--- src/rtl/sata_dma_frame_former.sv ---
// sata_dma_frame_former: cuts a DMA transfer of cmd_len beats into sop/eop framed
// bursts of at most FRAMELEN beats, through a one-deep registered output stage.
module sata_dma_frame_former #(
    parameter int DWIDTH   = 32,
    parameter int LWIDTH   = 16,
    parameter int FRAMELEN = 2048
) (
    input  logic              reset,
    input  logic              clk,
    input  logic [LWIDTH-1:0] cmd_len,
    input  logic              cmd_val,
    output logic              cmd_rdy,
    input  logic [DWIDTH-1:0] i_dat,
    input  logic              i_val,
    output logic              i_rdy,
    output logic [DWIDTH-1:0] o_dat,
    output logic              o_val,
    output logic              o_sop,
    output logic              o_eop,
    input  logic              o_rdy,
    output logic              busy,
    output logic              done
);
    localparam int FW = $clog2(FRAMELEN);
    typedef enum logic [1:0] {IDLE, XFER, FLUSH} state_t;
    state_t            state_q, state_d;
    logic [LWIDTH-1:0] rem_q, rem_d;
    logic [FW-1:0]     fcnt_q, fcnt_d;
    logic [DWIDTH-1:0] o_dat_q, o_dat_d;
    logic              o_val_q, o_val_d, o_sop_q, o_sop_d, o_eop_q, o_eop_d, done_q, done_d;
    logic              acc, last, eop;
    assign cmd_rdy = state_q == IDLE;
    assign busy    = state_q != IDLE;
    assign i_rdy   = state_q == XFER && (!o_val_q || o_rdy);
    assign acc     = i_val && i_rdy;
    assign last    = rem_q == LWIDTH'(1);
    assign eop     = fcnt_q == FW'(FRAMELEN - 1) || last;
    assign o_dat   = o_dat_q;
    assign o_val   = o_val_q;
    assign o_sop   = o_sop_q;
    assign o_eop   = o_eop_q;
    assign done    = done_q;
    always_comb begin
        state_d = state_q;
        rem_d   = rem_q;
        fcnt_d  = fcnt_q;
        o_dat_d = o_dat_q;
        o_val_d = o_val_q;
        o_sop_d = o_sop_q;
        o_eop_d = o_eop_q;
        done_d  = 1'b0;
        if (state_q == IDLE && cmd_val) begin
            state_d = cmd_len != '0 ? XFER : IDLE;
            rem_d   = cmd_len;
            fcnt_d  = '0;
            done_d  = cmd_len == '0;
        end
        // a new beat overrides the handshake-driven clear of the output stage
        if (acc) begin
            o_dat_d = i_dat;
            o_val_d = 1'b1;
            o_sop_d = fcnt_q == '0;
            o_eop_d = eop;
            rem_d   = rem_q - 1'b1;
            fcnt_d  = eop ? '0 : fcnt_q + 1'b1;
            state_d = last ? FLUSH : XFER;
        end else if (o_val_q && o_rdy) begin
            o_val_d = 1'b0;
            state_d = state_q == FLUSH ? IDLE : state_q;
            done_d  = state_q == FLUSH;
        end
    end
    always_ff @(posedge clk or posedge reset) begin
        if (reset) begin
            state_q <= IDLE;
            rem_q   <= '0;
            fcnt_q  <= '0;
            o_dat_q <= '0;
            o_val_q <= 1'b0;
            o_sop_q <= 1'b0;
            o_eop_q <= 1'b0;
            done_q  <= 1'b0;
        end else begin
            state_q <= state_d;
            rem_q   <= rem_d;
            fcnt_q  <= fcnt_d;
            o_dat_q <= o_dat_d;
            o_val_q <= o_val_d;
            o_sop_q <= o_sop_d;
            o_eop_q <= o_eop_d;
            done_q  <= done_d;
        end
    end
endmodule

--- config.mk ---
export PLATFORM = sky130hd
export DESIGN_NAME = sata_dma_frame_former
export DESIGN_NICKNAME = d
export VERILOG_FILES = /design/src/rtl/sata_dma_frame_former.sv
export SDC_FILE = /design/constraint.sdc
export NUM_CORES = 1
export LEC_CHECK = 0
export ABC_AREA = 1
export CAP_MARGIN = 20
export CORE_UTILIZATION = 48
export CTS_BUF_LIST = sky130_fd_sc_hd__clkbuf_16
export CTS_CLUSTER_SIZE = 28
export DETAILED_ROUTE_END_ITERATION = 10
export PLACE_DENSITY_LB_ADDON = 0.12
export SETUP_SLACK_MARGIN = 0.15
export SYNTH_ARGS = -nofsm -noshare
export SYNTH_HDL_FRONTEND = slang
export SYNTH_SLANG_ARGS = --single-unit
export TNS_END_PERCENT = 30
--- constraint.sdc ---
create_clock -name clk -period 3 [get_ports clk]
set_input_delay 0.9 -clock clk [delete_from_list [all_inputs] [get_ports clk]]
set_output_delay 0.9 -clock clk [all_outputs]
set_load 0.005 [all_outputs]
Word-level counts from Yosys, hierarchy flattened
Index checks and enable logic that the tools add are counted.
{"block": "totals", "register_bits": 65, "out_inout_bits": 39}
{"block": "op_classes", "n_addsub": 2, "n_eq_ne": 5, "mux": 16, "reduce_logical": 16}
{"operator": "$mux W11", "n": 3}
{"operator": "$mux W16", "n": 2}
{"operator": "$eq A16 B1 Y1 const B", "n": 1}
{"operator": "$logic_not A16 Y1", "n": 1}
{"operator": "$reduce_bool A16 Y1", "n": 1}
{"operator": "$sub A16 B1 Y16 const B", "n": 1}
{"operator": "$add A11 B1 Y11 const B", "n": 1}
{"operator": "$eq A11 B11 Y1 const B", "n": 1}
{"operator": "$logic_not A11 Y1", "n": 1}
{"operator": "$mux W2", "n": 5}
{"operator": "$mux W1", "n": 6}
{"operator": "$reduce_bool A2 Y1", "n": 3}
{"operator": "$logic_and A1 B1 Y1", "n": 4}
{"operator": "$ne A3 B2 Y1 const B", "n": 1}
{"operator": "$reduce_bool A3 Y1", "n": 1}
{"operator": "$eq A2 B1 Y1 const B", "n": 1}
{"operator": "$eq A2 B2 Y1 const B", "n": 1}
{"operator": "$logic_not A2 Y1", "n": 1}
{"operator": "$logic_or A1 B1 Y1", "n": 2}
{"operator": "$reduce_and A2 Y1", "n": 1}
{"operator": "$logic_not A1 Y1", "n": 1}

Longest topological paths before layout
Gate-level depths: netlist of the first run.
{"block": "logic_depth", "depth_word": 6, "mapped_depth": 9}

Worst setup path after synthesis of the first run
Ideal clock, no wire load.
{"block": "synth_path", "path_type": "in2out", "startpoint": "input o_rdy", "endpoint": "output i_rdy", "arrival_ns": 1.151, "required_time_ns": 2.100, "slack_ns": 0.949, "path_stages": 4, "path_buffers": 0, "cell_sequence": "inv_1 nand2_1 nand2_1 inv_1"}
{"block": "synth_between", "elab_chain_cells": 2}
{"element": "start, declared", "line_no": "20", "rtl": "input logic o_rdy,"}
{"element": "$logic_or A1 B1 Y1", "line_no": "34", "rtl": "assign i_rdy = state_q == XFER && (!o_val_q || o_rdy);"}
{"element": "$logic_and A1 B1 Y1", "line_no": "34"}
{"element": "end, declared", "line_no": "15", "rtl": "output logic i_rdy,"}
Every way passes these cells.

Worst setup path in the final report of the first run
Ends and elaborated chain as after synthesis.

==> impl_results.md, run 1 <==
- P per Cell Area: approximately 900 nW/um2
- Yosys cell types: 29
- Maxcap violations: 0
- Critical path endpoint category: output pin
- GRT Util Overall: 0.237
- I/O pin cnt: slightly above 90
- Sequential power share: 0.355
- R2r setup slk: between 1 and 1.5 ns
- Final TNS setup: 0 ns
- Clock share of power: 0.249
- Hold depth: 2
- RSZ-0062 raised after global routing: no
- Maximum vdd drop: between 0.5 and 0.6 mV
- Worst hold path class: reg2reg
- Worst Setup Start Kind: primary input
- Layout cell share with drive strength beyond 1: 0.0526
- Final Slew Violations: 0
- Syn nets: roughly 500
- First-pass DRT Iterations: 5
- Hold-fix buffer count after cts: 0
- Routed len/inst: 12.6 um
- Critical path class: in2out
- Clock latency on the worst-skew pair: ~0.32 ns
- Worst r2r src: o_val$_DFFE_PP0N_
- Setup Fix Bufs, Post-CTS: 0
- Hold path startpoint: o_dat[12]$_DFFE_PP0P_
- # setup viols final: 0
- Syn Std Cell Area: 3320 um2
- Critical Path RT: 2.10 ns
- Core region area: between 6000 and 7000 um2
- Synth Instances: approximately 450
- GP Congestion: 0.883
- Initial antenna violation count: 0
- Via count: between 3000 and 4000
- Synth warnings: 0
- DRC viols: 0
- Top cell type by total area after synthesis: dfrtp_1
- Status: complete, no violations
- Largest net degree at the start of global routing: between 60 and 70
- # rows: 29
- Slew @ Worst Pin: roughly 0.47 ns
- Vias in the first global route: ~3000
- Switching Power: 1.50 mW
- Clk pin slew, worst setup/hold paths: ~0.050 ns
- Avg Cell Area, Syn: roughly 7.3 um2
- Reg2reg end: o_eop$_DFFE_PP0P_
- DR iter-0 viols: around 190
- Die W: about 85 um
- Worst hold slack: roughly 0.47 ns
- Minimum clock period: around 2.7 ns
- Die height: 85.2 um
- Post-cts sizing count: 1
- CTS tree: done
- Synthesis-to-layout area growth: 39.0%
- Final period util: 0.911
- Total CTS buffers: 9
- Register bit total from synthesis: 65
- Primary FF master, synth: dfrtp_1
- Multi-input combinational cell area: approximately 1500 um2
- N_diodes: 0
- H-Tree Depth: 3
- Max transition margin: 0.687
- Pleak: 2.22 nW
- Logic pwr share: 0.396
- Sequential cell area: between 1500 and 2000 um2
- Clock skew: between 0.005 and 0.006 ns
- Ys async rst share: 1.00
- Antenna Violating Nets Remaining: 0
- EDFF count, synth: 0
- Input/output buffers: 91
- Fmax: ~370 MHz
- Register area share after synthesis: 0.490
- Switching share of power: 0.350
- Vias per inst: roughly 5
- Crit path DAT: approximately 1.8 ns
- Filler cells: between 500 and 600
- Root Driver: clkbuf_16
- Half-perimeter wire length after placement: about 5.4 mm
- WHS Endpoint: o_dat[12]$_DFFE_PP0P_
- Hold Vio Cnt, Final: 0
- Most frequent cell after synthesis: nand2_1
- Final WL: just under 8 mm
- Clock sink count: 65
- Final nets: between 600 and 700
- Post-synth top area share: 0.490
- Layout Cells excl Fill: about 630
- Depth of the most critical reg-to-reg path: 6
- Synth area leaders: dfrtp_1 49%, nand2_1 24%, nor2_1 4.6%, nand3_1 3.8%, inv_1 3.1%
- Cell Int Power: between 2 and 3 mW
- Placed cell count: a little over 600
- Die area: ~7300 um2
- Critical-path maximum fanout: 2
- CTS Buffer Depth: 2
- Wire length of the first global-routing pass: about 14 mm
- Starting Density: 0.511
- Most common library cells after synthesis: 215 x nand2_1, 65 x dfrtp_1, 41 x nor2_1
- Total gr overflow: 0
layer usage:
layer  share of wire  vias up  global-route usage
met5               0        -                   0
met4           0.018        0               0.102
met3           0.068       14              0.0564
met2            0.47      116               0.372
met1            0.45     1460               0.315
li1                -     1593                   -
kinds of logic after synthesis:
group | share of synthesized area
fa+ha+maj | 0.0151
buf+inv | 0.0596
xor+xnor | 0.0158
compound gates | 0.0577
simple gates | 0.362
flops | 0.490
flip-flops by register name, summed over array words and instances (netlist names):
name	count
o_eop	1
fcnt_q	11
o_val	1
state_q	2
rem_q	16
o_dat	32
o_sop	1
done	1
per-stage QoR:
| step | util | cell area, um2 | power, mW | setup WS [ns] |
|---|---|---|---|---|
| 2_1_floorplan | - | 3320 | 2.40 | 0.474 |
| 6_report | 0.710 | 4610 | 4.27 | 0.268 |
| 3_5_place_dp | 0.664 | 4310 | 3.21 | 0.00288 |
| 4_1_cts | 0.710 | 4610 | 4.30 | 0.263 |
| 3_3_place_gp | 0.664 | 4310 | 3.16 | 0.0364 |
| 5_1_grt | 0.710 | 4610 | 4.60 | 0.157 |
cells in the final DEF, fill, tap and decap left out, drive strengths merged, types with 2 or more instances in the layout:
cell type      count
ha                 4
xnor2              3
nand3b             2
buf                7
inv               34
o211ai             2
nand3             26
nand4              4
clkbuf             9
xor2               3
nor2              44
nor3               3
clkinv             2
a21oi              3
o21a               2
clkdlybuf4s50     90
nand2            217
dfrtp             65
o21ai             23
bufinv             2
power groups by stage:
stage | logic [mW] | registers (mW) | clock network (mW)
3_3_place_gp | 1.65 | 1.51 | 0
3_5_place_dp | 1.70 | 1.51 | 0
4_1_cts | 1.70 | 1.51 | 1.09
2_1_floorplan | 0.916 | 1.49 | 0
6_report | 1.69 | 1.52 | 1.06
5_1_grt | 1.91 | 1.57 | 1.12
worst max-delay path: stages:
cell,delay [ns]
clkdlybuf4s50_1,0.47
inv_1,0.04
nand2_1,0.07
nand2_1,0.06
inv_1,0.06
dlygate4sd2_1,0.23
how the worst max path moves through the flow:
| stage | startpoint | endpoint | slack, ns | cells past startpoint |
|---|---|---|---|---|
| 4_1_cts | o_rdy | i_rdy | 0.26 | 6 |
| 2_1_floorplan | reset | done$_DFF_PP0_ | 0.47 | 1 |
| 5_1_grt | o_rdy | i_rdy | 0.16 | 6 |
| 3_5_place_dp | o_rdy | i_rdy | 0.003 | 6 |
| 6_report | o_rdy | i_rdy | 0.27 | 6 |
| 3_3_place_gp | o_rdy | i_rdy | 0.04 | 6 |
cell type report:
class | instances | share of cell area
timing repair buffer | 98 | 0.211
sequential | 65 | 0.353
inverter | 31 | 0.0252
tap | 77 | 0.0209
multi-input combinational | 341 | 0.324
clock inverter | 7 | 0.0171
clock buffer | 9 | 0.0488
No activity file was read; power rests on OpenSTA's default activity.
==> inputs of run 2 (changes only) <==
Settings changed: CORE_MARGIN set to 2, MAX_ROUTING_LAYER set to met4, SLEW_MARGIN set to 20.
==> run 2 against run 1 <==
Sequential power is essentially flat. Die area grew 4.8%. Hold slack gained 0.0055 ns. First-iteration DRC count shrank 15%. Global-route usage shrank 0.32 points. Combinational power is essentially flat. Power shrank 1.8%. Cell count grew 0.48%. Critical endpoint unchanged. Largest cell class unchanged. Largest power group unchanged.
==> impl_results.md, run 2 (synthesis results as in run 1) <==
- Status: complete, no violations
- Final nets: 603 (unchanged)
- Vias per inst: 4.88 (-3.7%)
- First-pass DRT Iterations: 4 (-1)
- CP peak stage delay: 0.47 ns (about the same)
- Synthesis-to-layout area growth: 38.6%
- Largest register FFs: 32 (unchanged)
- Finished Cell Area: 4600 um2 (-0.30%)
- Setup Fix Bufs, Post-CTS: 0 (unchanged)
- Antenna Violating Nets Remaining: 0 (unchanged)
- Clock latency on the worst-skew pair: 0.33 ns (about the same)
- GRT Util Overall: 0.234 (-0.00325)
- Initial antenna violation count: 0 (unchanged)
- GP Congestion: 0.941 (+6.6%)
- RSZ-0062 raised after global routing: no
- N_diodes: 0 (unchanged)
- Worst path slowest cell: clkdlybuf4s50_1
- Maxcap violations: 0 (unchanged)
- Half-perimeter wire length after placement: 5.47 mm (+1.1%)
- Final period util: 0.900 (-0.0112)
- Max transition margin: 0.698 (+0.0109)
- Layout cell share with drive strength beyond 1: 0.0563 (+0.00363)
- Total gr overflow: 0 (unchanged)
- CTS Buffer Depth: 2 (unchanged)
- # setup viols final: 0 (unchanged)
- Post-cts sizing count: 1 (unchanged)
- Wire length of the first global-routing pass: 13.5 mm (+0.10%)
- Placed cell count: 615 (+0.49%)
- Worst hold path class: reg2reg
- Minimum clock period: 2.70 ns (-0.0335 ns)
- Vias in the first global route: 2994 (+1.8%)
- Hold-fix buffer count after cts: 0 (unchanged)
- Critical path endpoint category: output pin
- Core region area: 6760 um2 (+4.0%)
- Cell Int Power: 2.70 mW (-2.9%)
- Sequential power share: 0.361 (+0.006)
- Logic pwr share: 0.400 (+0.004)
- Worst Setup Start Kind: primary input
- Switching Power: 1.50 mW (+0.35%)
- Switching share of power: 0.358 (+0.00759)
- Sequential cell area: 1630 um2 (unchanged)
- Die height: 87.2 um (+2.3%)
- Filler cells: 568 (+11%)
- P per Cell Area: 913 nW/um2 (-1.5%)
- Clk pin slew, worst setup/hold paths: 0.05 ns (about the same)
- H-Tree Depth: 3 (unchanged)
- Top delay family on crit path: buffers and inverters
- Placed Instance Area: 4310 um2 (about the same)
- Pleak: 2.19 nW (-1.2%)
- Layout Cells excl Fill: 631 (+0.48%)
- CP Launch Point: o_rdy
- Final Slew Violations: 0 (unchanged)
- Via count: 3080 (-3.2%)
- I/O pin cnt: 92 (unchanged)
- Slew @ Worst Pin: 0.452 ns (-0.0163 ns)
- Hold Vio Cnt, Final: 0 (unchanged)
- Fmax: 371 MHz (+1.2%)
- Clock skew: 0.00504 ns (-0.000414 ns)
- Hold path startpoint: o_dat[15]$_DFFE_PP0P_
- Multi-input combinational cell area: 1500 um2 (unchanged)
- CTS tree: done
- Final TNS setup: 0 ns (unchanged)
- # rows: 30 (+3.4%)
- Die W: 87.2 um (+2.3%)
- Total CTS buffers: 9 (unchanged)
- Die area: 7600 um2 (+4.8%)
- Worst-path cell chain: clkdlybuf4s50_1 -> inv_1 -> nand2_1 -> nand2_1 -> inv_1 -> dlygate4sd2_1
- Critical-path maximum fanout: 2 (unchanged)
- Most frequent cells in the layout: 215 x nand2_1, 90 x clkdlybuf4s50_1, 65 x dfrtp_1
- DR iter-0 viols: 164 (-15%)
- DRC viols: 0 (unchanged)
- Worst r2r src: state_q[1]$_DFFE_PP0P_
- Clock share of power: 0.239 (-0.010)
- Maximum vdd drop: 0.440 mV (-17%)
- Buf/Inv on CP: 4 (unchanged)
- Most common cell after layout, fill and taps aside: nand2_1
- Critical Path RT: 2.10 ns (about the same)
- Clock sink count: 65 (unchanged)
- Root Driver: clkbuf_16
- Input/output buffers: 91 (unchanged)
- Crit path DAT: 1.80 ns (-0.03 ns)
- Final WL: 7.88 mm (-0.15%)
- Routed len/inst: 12.5 um (-0.63%)
- Largest net degree at the start of global routing: 49 (-26%)
- Starting Density: 0.491 (-0.0198)
- Critical path class: in2out
-- run 2: power by group through the flow --
stage	clock network, mW	registers [mW]	logic (mW)
6_report	1.00	1.51	1.68
5_1_grt	1.06	1.57	1.92
4_1_cts	1.02	1.51	1.70
3_5_place_dp	0	1.50	1.69
3_3_place_gp	0	1.50	1.66
2_1_floorplan	0	1.49	0.916
-- run 2: area by class of cell --
type / instances / area share
Tap cell: 80 / 0.0218
Clock inverter: 7 / 0.0133
Multi-Input combinational cell: 341 / 0.325
Sequential cell: 65 / 0.354
Timing Repair Buffer: 98 / 0.212
Inverter: 31 / 0.0253
Clock buffer: 9 / 0.0490
-- run 2: through the flow --
step | util | setup WS (ns) | total power [mW] | hold slack, ns
2_1_floorplan | - | 0.474 | 2.40 | 0.471
3_3_place_gp | 0.639 | 0.0356 | 3.17 | 0.461
3_5_place_dp | 0.639 | 0.0382 | 3.20 | 0.464
4_1_cts | 0.681 | 0.296 | 4.24 | 0.483
5_1_grt | 0.681 | 0.228 | 4.54 | 0.507
6_report | 0.681 | 0.301 | 4.20 | 0.478
-- run 2: path summary, 6_finish.rpt --
kind	slack, ns	endpoint	cells after the start
worst max register to register	1.20	fcnt_q[8]$_DFFE_PP0P_	5
min in group asynchronous	0.88	o_dat[22]$_DFFE_PP0P_	2
worst min register to register	0.48	o_dat[15]$_DFFE_PP0P_	2
max in group asynchronous	1.53	rem_q[0]$_DFFE_PP0P_	3
worst min-delay path	0.48	o_dat[15]$_DFFE_PP0P_	2
worst max-delay path	0.30	i_rdy	6
-- run 2: routing by layer --
| layer | vias to the layer above | global-route usage | share of wire |
|---|---|---|---|
| met5 | - | - | 0 |
| met4 | 0 | 0.0881 | 0.019 |
| met3 | 13 | 0.0578 | 0.063 |
| met2 | 77 | 0.353 | 0.44 |
| met1 | 1394 | 0.307 | 0.48 |
| li1 | 1596 | - | - |
-- run 2: worst reg2reg max path, stage by stage, from the launching register on --
cell and delay (ns):
dfrtp_1 0.45, nor2_4 0.18, nand3_4 0.16, inv_2 0.28
nand3_1 0.39, o21ai_1 0.26
==> inputs of run 3 (changes only) <==
Settings changed: CAP_MARGIN 20 to not set.
==> results of run 3 <==
No change in the layout: final DEF, timing and power equal those of run 2.
